File: config.mk
export PLATFORM = sky130hd
export DESIGN_NAME = turn_scheduler_flat
export DESIGN_NICKNAME = d
export VERILOG_FILES = /design/src/rtl/turn_scheduler_if.sv /design/src/rtl/turn_scheduler.sv /design/src/flat_wrapper.sv
export SDC_FILE = /design/constraint.sdc
export NUM_CORES = 1
export LEC_CHECK = 0
export CAP_MARGIN = 5
export CORE_MARGIN = 2
export CORE_UTILIZATION = 49
export DETAILED_ROUTE_END_ITERATION = 12
export GPL_ROUTABILITY_DRIVEN = 1
export PLACE_DENSITY_LB_ADDON = 0.15
export SKIP_LAST_GASP = 1
export SLEW_MARGIN = 40
export SYNTH_ARGS = -nofsm -noshare
export SYNTH_HDL_FRONTEND = slang
export SYNTH_SLANG_ARGS = --single-unit
File: constraint.sdc
create_clock -name clk_i -period 2.1 [get_ports clk_i]
set_input_delay 0.315 -clock clk_i [delete_from_list [all_inputs] [get_ports clk_i]]
set_output_delay 0.315 -clock clk_i [all_outputs]
set_load 0.01 [all_outputs]
File: src/rtl/turn_scheduler_if.sv
// Handshake bundle between the turn scheduler and its requesters / action counter.
//   master : drives en, req, act_strobe; observes the grant and turn status
//   slave  : the scheduler itself
// Widths derive from N_REQ and MAX_ACTIONS the same way the scheduler derives them.
interface turn_scheduler_if #(
   parameter int N_REQ       = 3,
   parameter int MAX_ACTIONS = 3
);
   localparam int IDW = ($clog2(N_REQ) > 1) ? $clog2(N_REQ) : 1;
   localparam int CW  = $clog2(MAX_ACTIONS + 1);

   logic             en;
   logic [N_REQ-1:0] req;
   logic             act_strobe;
   logic [N_REQ-1:0] grant;
   logic [IDW-1:0]   grant_id;
   logic             busy;
   logic [CW-1:0]    action_cnt;
   logic             turn_done;
   logic [1:0]       done_reason;

   modport master (
      output en, req, act_strobe,
      input  grant, grant_id, busy, action_cnt, turn_done, done_reason
   );

   modport slave (
      input  en, req, act_strobe,
      output grant, grant_id, busy, action_cnt, turn_done, done_reason
   );
endinterface

File: src/rtl/turn_scheduler.sv
// Round-robin turn scheduler sharing one action counter between N_REQ requesters.
// One requester is granted at a time; its action strobes are counted and the turn
// ends on abort (en low), action limit, yield (own req dropped) or idle timeout.
// Ports:
//   clk_i  : clock, rising edge
//   rst_i  : synchronous active-high reset
//   bus    : turn_scheduler_if.slave (en, req, act_strobe in; grant, grant_id,
//            busy, action_cnt, turn_done, done_reason out, all registered)
//
// state  | meaning
// IDLE   | no turn; waits for en && |req, then grants the round-robin winner
// ACTIVE | one requester granted; strobes counted, end conditions watched
// DONE   | one-cycle turn_done pulse with reason, then back to IDLE
module turn_scheduler #(
   parameter int N_REQ       = 3,
   parameter int MAX_ACTIONS = 3,
   parameter int TIMEOUT     = 8
) (
   input logic              clk_i,
   input logic              rst_i,
   turn_scheduler_if.slave  bus
);
   localparam int IDW = ($clog2(N_REQ) > 1) ? $clog2(N_REQ) : 1;
   localparam int CW  = $clog2(MAX_ACTIONS + 1);
   localparam int TW  = (TIMEOUT > 1) ? $clog2(TIMEOUT) : 1;

   localparam logic [1:0] R_MAX     = 2'b00;
   localparam logic [1:0] R_YIELD   = 2'b01;
   localparam logic [1:0] R_TIMEOUT = 2'b10;
   localparam logic [1:0] R_ABORT   = 2'b11;

   typedef enum logic [1:0] {S_IDLE, S_ACTIVE, S_DONE} state_t;

   state_t           state_q, state_d;
   logic [N_REQ-1:0] grant_q, grant_d;
   logic [IDW-1:0]   grant_id_q, grant_id_d;
   logic [IDW-1:0]   last_id_q, last_id_d;
   logic             busy_q, busy_d;
   logic [CW-1:0]    cnt_q, cnt_d;
   logic             done_q, done_d;
   logic [1:0]       reason_q, reason_d;
   // Idle timer counts down the strobe-less cycles still allowed in this turn.
   logic [TW-1:0]    tmr_q, tmr_d;

   logic             found;
   logic [IDW-1:0]   win_id;
   logic [IDW-1:0]   cand;

   // Round-robin search starting just after the last granted index.
   always_comb begin
      found  = 1'b0;
      win_id = '0;
      cand   = last_id_q;
      for (int i = 0; i < N_REQ; i++) begin
         cand = (cand == IDW'(N_REQ - 1)) ? '0 : cand + 1'b1;
         if (!found && bus.req[cand]) begin
            found  = 1'b1;
            win_id = cand;
         end
      end
   end

   always_comb begin
      state_d    = state_q;
      grant_d    = grant_q;
      grant_id_d = grant_id_q;
      last_id_d  = last_id_q;
      busy_d     = busy_q;
      cnt_d      = cnt_q;
      done_d     = 1'b0;
      reason_d   = reason_q;
      tmr_d      = tmr_q;
      case (state_q)
         S_IDLE: begin
            grant_d = '0;
            busy_d  = 1'b0;
            if (bus.en && found) begin
               state_d         = S_ACTIVE;
               grant_d[win_id] = 1'b1;
               grant_id_d      = win_id;
               last_id_d       = win_id;
               busy_d          = 1'b1;
               cnt_d           = '0;
               tmr_d           = TW'(TIMEOUT - 1);
            end
         end
         S_ACTIVE: begin
            // The strobe is counted even when the turn ends in this same cycle.
            if (bus.act_strobe) begin
               cnt_d = cnt_q + 1'b1;
               tmr_d = TW'(TIMEOUT - 1);
            end else begin
               tmr_d = tmr_q - 1'b1;
            end
            if (!bus.en) begin
               state_d  = S_DONE;
               reason_d = R_ABORT;
            end else if (bus.act_strobe && cnt_q == CW'(MAX_ACTIONS - 1)) begin
               state_d  = S_DONE;
               reason_d = R_MAX;
            end else if (!bus.req[grant_id_q]) begin
               state_d  = S_DONE;
               reason_d = R_YIELD;
            end else if (!bus.act_strobe && tmr_q == '0) begin
               state_d  = S_DONE;
               reason_d = R_TIMEOUT;
            end
            if (state_d == S_DONE) begin
               grant_d = '0;
               done_d  = 1'b1;
            end
         end
         S_DONE: begin
            state_d = S_IDLE;
            grant_d = '0;
            busy_d  = 1'b0;
         end
         default: begin
            state_d = S_IDLE;
            grant_d = '0;
            busy_d  = 1'b0;
         end
      endcase
   end

   always_ff @(posedge clk_i) begin
      if (rst_i) begin
         state_q    <= S_IDLE;
         grant_q    <= '0;
         grant_id_q <= '0;
         last_id_q  <= IDW'(N_REQ - 1);
         busy_q     <= 1'b0;
         cnt_q      <= '0;
         done_q     <= 1'b0;
         reason_q   <= 2'b00;
         tmr_q      <= '0;
      end else begin
         state_q    <= state_d;
         grant_q    <= grant_d;
         grant_id_q <= grant_id_d;
         last_id_q  <= last_id_d;
         busy_q     <= busy_d;
         cnt_q      <= cnt_d;
         done_q     <= done_d;
         reason_q   <= reason_d;
         tmr_q      <= tmr_d;
      end
   end

   assign bus.grant       = grant_q;
   assign bus.grant_id    = grant_id_q;
   assign bus.busy        = busy_q;
   assign bus.action_cnt  = cnt_q;
   assign bus.turn_done   = done_q;
   assign bus.done_reason = reason_q;
endmodule

File: src/flat_wrapper.sv
// flat-port wrapper written by rule: the top's interface ports become plain ports
module turn_scheduler_flat 
#(
   parameter int N_REQ       = 3,
   parameter int MAX_ACTIONS = 3,
   parameter int TIMEOUT     = 8
)
  (clk_i, rst_i, bus_en, bus_req, bus_act_strobe, bus_grant, bus_grant_id, bus_busy, bus_action_cnt, bus_turn_done, bus_done_reason);
  turn_scheduler_if #(.N_REQ(N_REQ), .MAX_ACTIONS(MAX_ACTIONS)) bus_i ();
  input logic clk_i;
  input logic rst_i;
  input wire logic [$bits(bus_i.en)-1:0] bus_en;
  input wire logic [$bits(bus_i.req)-1:0] bus_req;
  input wire logic [$bits(bus_i.act_strobe)-1:0] bus_act_strobe;
  output wire logic [$bits(bus_i.grant)-1:0] bus_grant;
  output wire logic [$bits(bus_i.grant_id)-1:0] bus_grant_id;
  output wire logic [$bits(bus_i.busy)-1:0] bus_busy;
  output wire logic [$bits(bus_i.action_cnt)-1:0] bus_action_cnt;
  output wire logic [$bits(bus_i.turn_done)-1:0] bus_turn_done;
  output wire logic [$bits(bus_i.done_reason)-1:0] bus_done_reason;
  assign bus_i.en = bus_en;
  assign bus_i.req = bus_req;
  assign bus_i.act_strobe = bus_act_strobe;
  assign bus_grant = bus_i.grant;
  assign bus_grant_id = bus_i.grant_id;
  assign bus_busy = bus_i.busy;
  assign bus_action_cnt = bus_i.action_cnt;
  assign bus_turn_done = bus_i.turn_done;
  assign bus_done_reason = bus_i.done_reason;
  turn_scheduler #(.N_REQ(N_REQ), .MAX_ACTIONS(MAX_ACTIONS), .TIMEOUT(TIMEOUT)) u_core (.clk_i(clk_i), .rst_i(rst_i), .bus(bus_i));
endmodule
==> metrics.md, run 1 <==
| Metric | Value |
|---|---|
| Status | `completed` |
| Setup CP Type | `register to output pin` |
| Pwr/cell area | `651 nW/µm²` |
| Post-Synth Adder-Cell Area | `0.0430` |
| CP Capture Type | `output pin` |
| Die Y | `46.2 µm` |
| Finished layout cell area | `1090 µm²` |
| Core area | `1710 µm²` |
| Cells after Synth | `97` |
| NetSw | `211 µW` |
| Critical Path Start | `u_core.last_id_q[0]$_SDFFE_PP0P_` |
| Avg WL per Cell | `13.2 µm` |
| Final WL | `1.87 mm` |
| Num rows | `15` |
| Final hold violations | `0` |
| IO Count | `18` |
| Largest net degree at the start of global routing | `18` |
| Setup crit end | `bus_grant_id[0]` |
| Worst r2r src | `u_core.last_id_q[0]$_SDFFE_PP0P_` |
| Fmax | `597 MHz` |
| P_int | `501 µW` |
| Max-slew violation count | `0` |
| Total track usage | `0.210` |
| TritonCTS clock tree | `built` |
| Routed Antenna Nets | `0` |
| Clock network power share | `0.252` |
| First-pass DRT Iterations | `4` |
| Seq cells post-synth | `17` |
| # DRC | `0` |
| Multiplexer share of the synthesized area | `0.0230` |
| Period minus WS final | `1680 ps` |
| Hpwl dp | `1.36 mm` |
| Latest clock arrival within the worst-skew pair | `290 ps` |
| Clock Skews | `6.72 ps` |
| Top_reg_cell synth | `dfxtp_1` |
| CP max stage cell | `clkdlybuf4s50_1` |
| Cts bufs inserted | `3` |
| N_diodes | `0` |
| Post-synth top cells | `dfxtp_1 (17), a21oi_1 (9), nor2_1 (9)` |
| Critical path arrival | `1360 ps` |
| Vias in the first global route | `676` |
| Clock sinks | `17` |
| Initial Utilization | `0.511` |
| P&R area growth vs syn | `25.4%` |
| Post-CTS Resized | `0` |
| Compound-Gate Fraction of Synth Area | `0.234` |
| WP data required | `1780 ps` |
| Post-DP Area | `1070 µm²` |
| Netlist Area Pre-Place | `872 µm²` |
| Flop pwr share | `0.519` |
| Root buffer cell | `clkbuf_4` |
| Sum Neg Setup Slack | `0 ps` |
| Post-synthesis simple-gate area fraction | `0.254` |
| Sw frac | `0.296` |
| Top-count cell post-synth | `dfxtp_1` |
| FF-to-FF setup slack | `450 ps` |
| Via count | `772` |
| Setup violation total in the final timing report | `0` |
| Reg2reg end | `u_core.bus.done_reason[0]$_SDFFE_PP0P_` |
| Avg Cell Area, Syn | `8.99 µm²` |
| Yosys warning count | `0` |
| Hold Buf Count CTS | `0` |
| GRT overflow | `0` |
| Initial DRC count | `27` |
| Period utilisation layout | `0.798` |
| WP depth | `1` |
| Largest family of logic cells by synthesized area | `simple AND/OR/NAND/NOR gates` |
| RePlAce Congestion | `0.859` |
| IO buf count | `17` |
| Max incr delay on CP | `610 ps` |
| Leakage | `0.000404 µW` |
| Sequential fraction of the synthesis area | `0.390` |
| Setup repair bufs after CTS | `0` |
| Netlist cell types | `36` |
| Area share of the largest cell type after synthesis | `0.390` |
| EDFF count, synth | `0` |
| Asr flop ratio synth | `0` |
| Area leader, netlist | `dfxtp_1` |
| Clock buffer depth | `2` |
| Top post-synthesis cells by area | `dfxtp_1 (39%), a21oi_1 (5.2%), ha_1 (4.3%), nor2_1 (3.9%), and4b_2 (3.9%)` |
| Peak VDD IR | `0.444 mV` |
| Net Count, Synth | `107` |
| Die area | `2130 µm²` |
| Largest fanout on the critical path | `7` |
| Gate power share | `0.229` |
| Initial antenna violation count | `0` |
| Synth Area in XOR/XNOR | `0` |
| DR vias/cell | `5.48` |
| Die Wd | `46.2 µm` |
| Layout cells sized above 1 | `0.121` |
| Worst-path clk slew | `110 ps` |
| Final nets | `127` |
| H-tree depth | `1` |
| Max Cap Violations | `0` |
| Worst R2R Path Depth | `4` |
| Worst slew margin | `0.556` |
| Crit path max-delay family | `buffers and inverters` |
| First-pass GRT wire length | `3.19 mm` |
| Bufs and invs on worst path | `1` |
| Critical path, cell by cell | `clkdlybuf4s50_1` |
| Fill count | `155` |
| Least-Margin Pin Slew | `664 ps` |
| Min-Delay Path Class | `register to register` |
| Unrepaired setup endpoints after global routing | `false` |
| Critical path startpoint category | `register` |
-- worst min-delay path by stage --
| stage | slack (ps) | end | from | cells after the start |
|---|---|---|---|---|
| after floorplan | 440 | u_core.tmr_q[0]$_SDFFE_PP0P_ | u_core.tmr_q[0]$_SDFFE_PP0P_ | 1 |
| after global placement | 450 | u_core.bus.done_reason[1]$_SDFFE_PP0P_ | u_core.bus.done_reason[1]$_SDFFE_PP0P_ | 2 |
| after detailed placement | 450 | u_core.bus.done_reason[1]$_SDFFE_PP0P_ | u_core.bus.done_reason[1]$_SDFFE_PP0P_ | 2 |
| after CTS | 460 | u_core.bus.done_reason[1]$_SDFFE_PP0P_ | u_core.bus.done_reason[1]$_SDFFE_PP0P_ | 2 |
| after global routing | 480 | u_core.bus.done_reason[1]$_SDFFE_PP0P_ | u_core.bus.done_reason[1]$_SDFFE_PP0P_ | 2 |
| final | 460 | u_core.bus.done_reason[1]$_SDFFE_PP0P_ | u_core.bus.done_reason[1]$_SDFFE_PP0P_ | 2 |
-- registers in the layout, summed over array words and instances, names as in the netlist --
signal and count:
u_core.bus.grant_id 1, u_core.bus.turn_done 1, u_core.bus.done_reason 2, u_core.state_q 2, u_core.bus.action_cnt 2, u_core.bus.busy 1, u_core.last_id_q 2, u_core.bus.grant 3
u_core.tmr_q 3
-- logic make-up after synthesis --
kind of cell | Yosys count
AND/OR/NAND/NOR | 37
AO/OA/AOI/OAI | 27
flip-flops | 17
buffers and inverters | 11
adder cells (fa/ha/maj) | 3
multiplexers | 2
-- routing by layer --
layer	up-vias	wire length (µm)	GRT usage
met5	-	0	0
met3	2	62	0.0353
met1	365	893	0.301
met4	0	14	0.0857
met2	18	896	0.308
li1	387	-	-
-- area by class of cell --
cell class,instances,area [µm²],share of cell area
Multi-Input combinational cell,69,483,0.442
Clock inverter,1,5.00,0.00458
Clock buffer,3,22.5,0.0206
Inverter,7,26.3,0.0240
Sequential cell,17,340,0.311
Tap cell,25,31.3,0.0286
Timing Repair Buffer,19,185,0.169
-- through the flow --
| stage | power (µW) | std cells | hold slack [ps] | setup WS, ps | utilization |
|---|---|---|---|---|---|
| global placement | 535 | 137 | 448 | 232 | 0.624 |
| detailed placement | 539 | 137 | 448 | 155 | 0.624 |
| floorplan | 477 | 97 | 437 | 654 | - |
| CTS | 718 | 141 | 465 | 412 | 0.640 |
| finish | 712 | 141 | 463 | 424 | 0.640 |
| global route | 752 | 141 | 478 | 295 | 0.640 |
-- cell usage in the layout (no fill, tap or decap), types with 2 or more instances in the layout --
cell / n
nor3_1: 3
clkdlybuf4s50_1: 17
dfxtp_1: 17
clkbuf_4: 3
a211oi_1: 2
nand3_1: 5
mux2i_1: 2
and4b_2: 3
nor2_1: 9
ha_1: 3
a22oi_1: 2
nor2b_1: 3
nand2_1: 5
o22ai_1: 3
a21oi_1: 9
inv_1: 7
buf_4: 2
-- power by group through the flow --
| stage | registers [µW] | logic [µW] | clock network [µW] |
|---|---|---|---|
| global route | 373 | 184 | 195 |
| detailed placement | 376 | 163 | 0 |
| global placement | 376 | 159 | 0 |
| CTS | 369 | 164 | 185 |
| floorplan | 378 | 99.6 | 0 |
| finish | 369 | 163 | 180 |
(Power assumes the default switching activity.)
==> run 2: changes to the inputs <==
clock period = 1.6 ns   (was 2.1 ns; I/O delays follow)
==> metrics.md, run 2 (synthesis gave the netlist of run 1 again) <==
| Metric | Value |
|---|---|
| Status | `completed` |
| IO Count | `18` |
| Worst R2R Path Depth | `6` |
| Finished layout cell area | `1160 µm²` |
| Most frequent cells in the layout | `clkdlybuf4s50_1 (17), dfxtp_1 (16), buf_4 (10), a21oi_1 (9), nor2_1 (9)` |
| Post-DP Area | `1130 µm²` |
| WP data required | `1360 ps` |
| Peak VDD IR | `0.810 mV` |
| N_diodes | `0` |
| Crit path max-delay family | `buffers and inverters` |
| Largest fanout on the critical path | `7` |
| Worst slew margin | `0.779` |
| Final WS setup | `42.5 ps` |
| IO buf count | `17` |
| Met1 GRT Util | `0.272` |
| FF-to-FF setup slack | `80 ps` |
| Setup CP Type | `register to output pin` |
| GRT overflow | `0` |
| Vias in the first global route | `720` |
| Latest clock arrival within the worst-skew pair | `290 ps` |
| Die Y | `46.2 µm` |
| Root buffer cell | `clkbuf_4` |
| Final hold violations | `0` |
| Routed Antenna Nets | `0` |
| Final WL | `1.91 mm` |
| # DRC | `0` |
| Via count | `814` |
| Fill count | `136` |
| WHS Path Cells | `2` |
| Leakage | `0.000438 µW` |
| GRT met3 Usage | `0.0392` |
| Tot Pwr | `949 µW` |
| CP Capture Type | `output pin` |
| Period minus WS final | `1560 ps` |
| Max-slew violation count | `0` |
| Critical path startpoint category | `register` |
| Num rows | `15` |
| Die Wd | `46.2 µm` |
| Bufs and invs on worst path | `1` |
| Final nets | `135` |
| Critical path arrival | `1320 ps` |
| Worst r2r src | `u_core.tmr_q[0]$_SDFFE_PP0P_` |
| RePlAce Congestion | `0.868` |
| Hold path endpoint | `u_core.bus.done_reason[1]$_SDFFE_PP0P_` |
| Critical path, cell by cell | `clkdlybuf4s50_1` |
| Unrepaired setup endpoints after global routing | `false` |
| First-pass GRT wire length | `3.04 mm` |
| Initial DRC count | `15` |
| P&R area growth vs syn | `32.6%` |
| DR vias/cell | `5.46` |
| Largest net degree at the start of global routing | `18` |
| CP max stage cell | `clkdlybuf4s50_1` |
| Cts bufs inserted | `3` |
| Initial antenna violation count | `0` |
| Hpwl dp | `1.43 mm` |
| Setup repair bufs after CTS | `0` |
| H-tree depth | `1` |
| Hold Buf Count CTS | `0` |
| Layout cells sized above 1 | `0.194` |
| Worst-path clk slew | `90 ps` |
| Fmax | `642 MHz` |
| Clock buffer depth | `2` |
| First-pass DRT Iterations | `4` |
| Setup violation total in the final timing report | `0` |
| Core Util, Final | `0.677` |
| Least-Margin Pin Slew | `329 ps` |
| Pre-CTS setup slack | `-137 ps` |
| Core area | `1710 µm²` |
| Clock Skews | `2.04 ps` |
| Max Cap Violations | `0` |
| Max incr delay on CP | `580 ps` |
| Gr busiest metal | `met2` |
| Total track usage | `0.199` |
| Met2 Usage GRT | `0.294` |
| TritonCTS clock tree | `built` |
| Reg2reg end | `u_core.bus.done_reason[0]$_SDFFE_PP0P_` |
| Most common cell after layout, fill and taps aside | `clkdlybuf4s50_1` |
| DP Cell Count | `145` |
| Fin cells | `149` |
| Initial Utilization | `0.511` |
| Hold path startpoint | `u_core.bus.done_reason[1]$_SDFFE_PP0P_` |
| Die area | `2130 µm²` |
| Pwr/cell area | `821 nW/µm²` |
| WP depth | `1` |
| Period utilisation layout | `0.973` |
| Avg WL per Cell | `12.8 µm` |
| Min-Delay Path Class | `register to register` |
| Clock sinks | `17` |
run 2: changes by cell type in the layout (fill, tap and decap cells not counted), sizes merged:
cell    change
clkbuf      +1
buf         +8
clkinv      -1
run 2: cell type report:
cell class / instances / area, µm² / area share
multi-input cells: 69 / 485 / 0.420
repair buffers: 27 / 245 / 0.212
flip-flops and latches: 17 / 342 / 0.295
well taps: 25 / 31.3 / 0.0271
inverters: 7 / 26.3 / 0.0227
clock buffers: 4 / 26.3 / 0.0227
run 2: per-stage QoR:
stage               TNS [ps]  hold WS (ps)
global route               0           479
finish                     0           461
CTS                        0           463
floorplan                  0           411
global placement        -314           448
detailed placement      -609           445
run 2: worst max path at each step:
| stage | start | endpoint | slack (ps) |
|---|---|---|---|
| after CTS | u_core.tmr_q[0]$_SDFFE_PP0P_ | u_core.bus.done_reason[0]$_SDFFE_PP0P_ | 40 |
| after detailed placement | bus_act_strobe | u_core.tmr_q[2]$_SDFFE_PP0P_ | -140 |
| after global placement | bus_act_strobe | u_core.tmr_q[2]$_SDFFE_PP0P_ | -100 |
| after floorplan | u_core.tmr_q[0]$_SDFFE_PP0P_ | u_core.bus.done_reason[0]$_SDFFE_PP0P_ | 150 |
| after global routing | u_core.tmr_q[1]$_SDFFE_PP0P_ | u_core.bus.done_reason[0]$_SDFFE_PP0P_ | 1 |
| final | u_core.last_id_q[0]$_SDFFE_PP0P_ | bus_grant_id[0] | 40 |
run 2: what timing repair did:
action,4_1_cts,5_1_grt
setup endpoints to repair,0,1
resized for setup,0,3
hold endpoints to repair,0,0
run 2: power by group:
part	switching, µW	internal (µW)	total [µW]
logic	110	125	235
registers	29.7	456	486
clock network	131	97.0	228
run 2: metal layers:
layer  wire, µm  vias up
met2        867       21
met4         36        0
met3         82        5
li1           -      406
met5          0        -
met1        924      382
==> run 3: changes to the inputs <==
--- a/constraint.sdc
+++ b/constraint.sdc
@@ -3,2 +3,2 @@
 set_output_delay 0.24 -clock clk_i [all_outputs]
-set_load 0.01 [all_outputs]
+set_load 0.005 [all_outputs]
==> results of run 3 <==
The final DEF is identical to that of run 2. Status: completed.
Main changes from that run: setup slack after layout 42.5 ps -> 77.9 ps; total power 949 µW -> 943 µW; worst IR drop on VDD 0.810 mV -> 0.808 mV
